### src/rtl/sram_zbt_ctrl.sv
// sram_zbt_ctrl
//   Responder for the SRAM arbiter request port. It drives a pipelined
//   (ZBT) SRAM and owns the physical pins. It accepts one request per cycle.
//   An all-zero byte mask is a read. Read data returns with a fixed latency.
//
//   Optional feature macro: SRAM_ZBT_CTRL_OUTREG_EN
//     defined   -> extra register on sram_data_out / sram_data_out_valid,
//                  read latency 5
//     undefined -> read latency 4
//
// Ports
//   sram_clock           sole clock, rising edge
//   reset                asynchronous, active-low
//   sram_addr_valid      request present
//   sram_ready           request accepted when high together with valid
//   sram_addr            word address
//   sram_data_in         write data
//   sram_write_mask      active-high byte enables, all zero = read
//   sram_data_out        read data, holds its value between strobes
//   sram_data_out_valid  one-cycle strobe per read
//   zbt_addr             SRAM address pins
//   zbt_ce_b             SRAM chip enable (active-low)
//   zbt_we_b             SRAM write enable (active-low)
//   zbt_bw_b             SRAM byte writes (active-low)
//   zbt_oe_b             SRAM output enable (active-low)
//   zbt_dq_out           write data to pad
//   zbt_dq_oe            pad driver enable
//   zbt_dq_in            data from pad
module sram_zbt_ctrl #(
  parameter int ADDR_WIDTH = 18,
  parameter int DATA_WIDTH = 32
) (
  input  logic                    sram_clock,
  input  logic                    reset,
  input  logic                    sram_addr_valid,
  output logic                    sram_ready,
  input  logic [ADDR_WIDTH-1:0]   sram_addr,
  input  logic [DATA_WIDTH-1:0]   sram_data_in,
  input  logic [DATA_WIDTH/8-1:0] sram_write_mask,
  output logic [DATA_WIDTH-1:0]   sram_data_out,
  output logic                    sram_data_out_valid,
  output logic [ADDR_WIDTH-1:0]   zbt_addr,
  output logic                    zbt_ce_b,
  output logic                    zbt_we_b,
  output logic [DATA_WIDTH/8-1:0] zbt_bw_b,
  output logic                    zbt_oe_b,
  output logic [DATA_WIDTH-1:0]   zbt_dq_out,
  output logic                    zbt_dq_oe,
  input  logic [DATA_WIDTH-1:0]   zbt_dq_in
);

  logic                  rdy_en;
  logic                  rd_last;
  logic                  req_wr;
  logic                  accept;

  logic                  rd_p0, wr_p0;
  logic                  rd_p1, wr_p1;
  logic                  rd_p2, wr_p2;
  logic [DATA_WIDTH-1:0] data_p0, data_p1, data_p2;

  logic                  vld_p3;
  logic [DATA_WIDTH-1:0] rdata_p3;

  assign req_wr = |sram_write_mask;

  // A write directly after an accepted read is held off one cycle. This
  // prevents our pad driver from turning on in the cycle after the SRAM
  // stopped driving the DQ bus.
  assign sram_ready = rdy_en & ~(rd_last & req_wr);
  assign accept     = sram_addr_valid & sram_ready;

  // The SRAM output buffers are always enabled. Bus direction is set by
  // zbt_dq_oe and by the read/write command timing.
  assign zbt_oe_b   = ~reset;

  assign zbt_dq_out = data_p2;
  assign zbt_dq_oe  = wr_p2;

  // ---- command stage: request -> zbt pins (cycle n+1) ----
  always_ff @(posedge sram_clock or negedge reset) begin
    if (!reset) begin
      rdy_en   <= 1'b0;
      rd_last  <= 1'b0;
      zbt_addr <= '0;
      zbt_ce_b <= 1'b1;
      zbt_we_b <= 1'b1;
      zbt_bw_b <= '1;
    end else begin
      rdy_en   <= 1'b1;
      rd_last  <= accept & ~req_wr;
      zbt_ce_b <= ~accept;
      zbt_we_b <= ~(accept & req_wr);
      zbt_bw_b <= accept ? ~sram_write_mask : '1;
      if (accept) begin
        zbt_addr <= sram_addr;
      end
    end
  end

  // ---- op pipeline p0 (n+1) -> p1 (n+2) -> p2 (n+3, DQ phase) ----
  always_ff @(posedge sram_clock or negedge reset) begin
    if (!reset) begin
      rd_p0   <= 1'b0;
      wr_p0   <= 1'b0;
      rd_p1   <= 1'b0;
      wr_p1   <= 1'b0;
      rd_p2   <= 1'b0;
      wr_p2   <= 1'b0;
      data_p2 <= '0;
    end else begin
      rd_p0   <= accept & ~req_wr;
      wr_p0   <= accept & req_wr;
      rd_p1   <= rd_p0;
      wr_p1   <= wr_p0;
      rd_p2   <= rd_p1;
      wr_p2   <= wr_p1;
      data_p2 <= data_p1;
    end
  end

  always_ff @(posedge sram_clock) begin
    data_p0 <= sram_data_in;
    data_p1 <= data_p0;
  end

  // ---- capture stage: DQ sampled at end of n+3, presented in n+4 ----
  always_ff @(posedge sram_clock or negedge reset) begin
    if (!reset) begin
      vld_p3   <= 1'b0;
      rdata_p3 <= '0;
    end else begin
      vld_p3 <= rd_p2;
      if (rd_p2) begin
        rdata_p3 <= zbt_dq_in;
      end
    end
  end

`ifdef SRAM_ZBT_CTRL_OUTREG_EN
  logic                  vld_p4;
  logic [DATA_WIDTH-1:0] rdata_p4;

  // ---- output register stage: presented in n+5 ----
  always_ff @(posedge sram_clock or negedge reset) begin
    if (!reset) begin
      vld_p4   <= 1'b0;
      rdata_p4 <= '0;
    end else begin
      vld_p4 <= vld_p3;
      if (vld_p3) begin
        rdata_p4 <= rdata_p3;
      end
    end
  end

  assign sram_data_out       = rdata_p4;
  assign sram_data_out_valid = vld_p4;
`else
  assign sram_data_out       = rdata_p3;
  assign sram_data_out_valid = vld_p3;
`endif

endmodule

### config.mk
export PLATFORM = sky130hd
export DESIGN_NAME = sram_zbt_ctrl
export DESIGN_NICKNAME = d
export VERILOG_FILES = /design/src/rtl/sram_zbt_ctrl.sv
export SDC_FILE = /design/constraint.sdc
export NUM_CORES = 1
export LEC_CHECK = 0
export CAP_MARGIN = 20
export CORE_UTILIZATION = 40
export DETAILED_ROUTE_END_ITERATION = 12
export PLACE_DENSITY = 0.75
export REMOVE_ABC_BUFFERS = 1
export SYNTH_ARGS = -nofsm -noshare
export SYNTH_HDL_FRONTEND = slang
export SYNTH_SLANG_ARGS = --single-unit
export TNS_END_PERCENT = 5
### constraint.sdc
create_clock -name sram_clock -period 4.2 [get_ports sram_clock]
set_input_delay 0.84 -clock sram_clock [delete_from_list [all_inputs] [get_ports sram_clock]]
set_output_delay 0.84 -clock sram_clock [all_outputs]
set_load 0.02 [all_outputs]
**After elaboration in Yosys (flattened, before gate mapping)**

Cells that the tools add are included.

- Reduce and logical (&&, ||, !) cells: 1
- Muxes and demuxes: 1
- Bitwise operators: 11

Operator list:

| operator | count |
|---|---|
| 1-bit bitwise AND | 5 |
| 1-bit inverter | 5 |
| 4-bit two-way mux | 1 |
| 4-bit inverter | 1 |
| 4-bit OR reduction | 1 |

- Word-level logic and storage cells: 29
- Flip-flop bits (word level): 160

**Longest topological paths before layout**

- Depth in word-level cells: 7
- Gate-level depth with buffers: 4
- Mapped depth without buffers: 3

**Worst setup path before layout**

No wires, ideal clock.

- Kind: input to output
- From: input sram_write_mask[2]
- To: output sram_ready
- Setup slack: 1.849 ns
- Cell stages on the path: 2
- Arrival time: 1.511 ns
- Cell sequence: o41ai_4 -> and2_1

- Word-level cells in the longest chain between the ends: 4

RTL lines:

| item | RTL line | RTL |
|---|---|---|
| from (decl) | 39 | `input logic [DATA_WIDTH/8-1:0] sram_write_mask,` |
| 4-bit OR reduction | 65 | `assign req_wr = \|sram_write_mask;` |
| 1-bit bitwise AND | 70 | `assign sram_ready = rdy_en & ~(rd_last & req_wr);` |
| 1-bit inverter | 70 |  |
| 1-bit bitwise AND | 70 |  |
| to (decl) | 36 | `output logic sram_ready,` |

Every way passes these cells.

**Final worst setup path**

Same ends and word-level chain as after synthesis.

==> key figures <==
Worst setup path
  – R2R Path End: zbt_addr[12]$_DFFE_PN0P_
  – Largest fanout on the critical path: 3
  – CP startpoint kind: input port
  – Critical path endpoint category: output pin
  – Critical Path Source: sram_write_mask[2]
  – Data required time of the critical path: 3.36 ns
  – CP arrival: 2.64 ns
  – R2R setup slack: 2.84 ns
  – Critical setup path kind: in2out
  – Worst flop-to-flop path startpoint: rd_p0$_DFF_PN0_
  – R2R cell count: 3

Final layout
  – Design area: 6964 µm²
  – Filler cells: 797
  – Final core utilization: 0.6453
  – Fraction of layout cells with a size suffix above 1: 0.2136
  – Area Overhead vs Synth: 57.68%
  – Ant diodes: 0
  – Commonest cells after routing, fill and taps aside: clkdlybuf4s50_1, dfrtp_1, dfxtp_1
  – Register area: 3691 µm²
  – Multi-input logic area: 695.7 µm²
  – Commonest non-fill, non-tap cell in the layout: clkdlybuf4s50_1
  – Final #Nets: 516
  – Cell Count, Final, Fillers Out: 580

STA
  – Final Cycle Share: 0.8296
  – Fin worst setup slack: 0.7157 ns
  – Max frequency: 287.0 MHz
  – Final Skew: 0.006389 ns
  – Final Hold Vio Count: 0
  – Setup TNS Final: 0 ns
  – Fin. max-slew vios: 0
  – RSZ-0062 raised after global routing: false
  – Worst-Margin Slew: 0.6114 ns
  – Slew margin rel.: 0.5924
  – Period minus WS final: 3.484 ns
  – # setup viols final: 0

Power
  – Leak Pwr: 3.002 nW
  – VDD IR-drop max: 0.6322 mV
  – Pwr per Cell Area: 535.3 nW/µm²

Min path
  – Hold Path Class: reg2reg
  – Hold Path Origin: data_p1[8]$_DFF_P_
  – Hold path depth: 0
  – Hold Path Sink: zbt_dq_out[8]$_DFF_PN0_

Global route
  – Largest net degree at the start of global routing: 52
  – First-pass GRT wire length: 13.39 mm
  – GRT Util Overall: 0.1614
  – Vias in the first global route: 2,678
  – Global route total overflow: 0
  – Initial antenna violation count: 0

Synth
  – Yosys cell types: 16
  – Mapped Avg Cell Area: 19.20 µm²
  – Yosys top cell area share: 0.5099
  – Area of the mapped netlist: 4417 µm²
  – Synth area leader: dfrtp_1
  – Simple-gate share of the synthesized area: 0.01530
  – XOR/XNOR Fraction of Synth Area: 0
  – Yosys warns: 0
  – Flops & latches, synth: 160
  – Largest family of logic cells by synthesized area: multiplexers
  – Sequential area share after synthesis: 0.8357
  – Multiplexer share of the synthesized area: 0.1351
  – Top post-synthesis cells by area: dfrtp_1, dfxtp_1, mux2_2, dfstp_2, mux2_4
  – Mapped Cells: 230
  – Post-synthesis adder-cell area fraction: 0
  – Post-synthesis compound-gate area fraction: 0.006232

Detailed routing
  – Initial DRT Pass Iterations: 4
  – Vias per inst: 4.331
  – Wl on met1: 3.219 mm
  – Final wirelength: 8.620 mm
  – Wire per inst: 14.86 µm
  – Met2 wire len: 4.569 mm
  – Top sig layer: met4
  – Met3 Wirelength: 636 µm
  – DR DRC count: 0
  – Detailed router's first-iteration violation count: 80
  – Routed Antenna Nets: 0
  – Via count: 2,512

Die
  – I/O pin count: 181
  – Die X: 107.1 µm
  – Num rows: 38
  – Die ar.: 11,470 µm²
  – Starting Density: 0.4092
  – Die Height: 107.1 µm
  – CORE AREA: 10,790 µm²

Placement
  – Routability cong.: 0.7121
  – Hpwl dp: 6.112 mm
  – IO buf count: 180
  – Dpl cells: 548
  – Place WS: 0.7194 ns
  – Placement Cell Area: 6387 µm²

Run status
  – Status: finished, final reports clean

Clock tree
  – Maximum buffer depth of the clock tree: 2
  – Post-CTS sizing: 0
  – CTS tree: yes
  – Clock Latency Late Sink: 0.51 ns
  – Clock slew at reported path FFs: 0.06 ns
  – Clock sinks: 160
  – H-tree depth: 4
  – CTS Root Cell: clkbuf_8
  – Total CTS buffers: 17
  – Post-CTS Setup Inserts: 0
  – Post-CTS Hold Fix Bufs: 0

Job
  – Max-Cap Viols: 0
[per-stage QoR]
stage	power [mW]	hold slack [ns]
final	3.728	0.3231
after detailed placement	2.318	0.3121
after global routing	3.883	0.3258
after floorplan	1.972	0.3096
after global placement	2.300	0.3100
after CTS	3.784	0.3223
[final cells by class]
type                       count  area share
timing repair buffer         183      0.2616
clock inverter                12     0.01743
inverter                       1   0.0005390
tap                          140     0.02515
multi-input combinational     64     0.09989
sequential                   160      0.5300
clock buffer                  20     0.06540
[cell usage after synthesis (all sizes together)]
cell and n:
nor2 2, o41ai 1, dfxtp 64, or4 1, dfstp 6, conb 1, buf 4, and2 2
nand3 1, mux2 50, nand2 6, clkbuf 1, dfrtp 90, inv 1
[power breakdown]
part           internal [mW]  switching (mW)  total (mW)  leakage [nW]
clock network          0.847           0.599        1.45         0.289
registers               1.67          0.0569        1.73          1.71
logic                  0.315           0.240       0.555          1.01
[worst max path at each step]
stage / end / slack (ns)
final: sram_ready / 0.72
after global routing: sram_ready / 0.66
after CTS: sram_ready / 0.71
after detailed placement: sram_ready / 0.72
after global placement: sram_ready / 0.74
after floorplan: sram_ready / 1.85
[metal layers]
metal  vias up  track usage
li1       1157            -
met1      1231       0.1671
met3        19      0.06991
met4         0      0.07730
met2       105       0.2797
met5         -            0
[worst max-delay path, cell delays in order]
cell and delay [ns]:
clkdlybuf4s50_1 0.49, o41ai_4 0.48, and2_1 0.19, clkdlybuf4s50_1 0.64
[state kept, by name, summed over array words and instances (netlist names)]
name	count
rd_p0	1
wr_p1	1
wr_p0	1
rd_p2	1
zbt_addr	18
rdy_en	1
data_p1	32
zbt_bw_b	4
sram_data_out	32
zbt_ce_b	1
zbt_we_b	1
rd_p1	1
zbt_dq_oe	1
zbt_dq_out	32
sram_data_out_valid	1
data_p0	32
[kinds of logic after synthesis]
group,after synthesis
flip-flops,160
multiplexers,50
AND/OR/NAND/NOR,12
buffers and inverters,6
AO/OA/AOI/OAI,1
other,1
(Power assumes the default switching activity.)
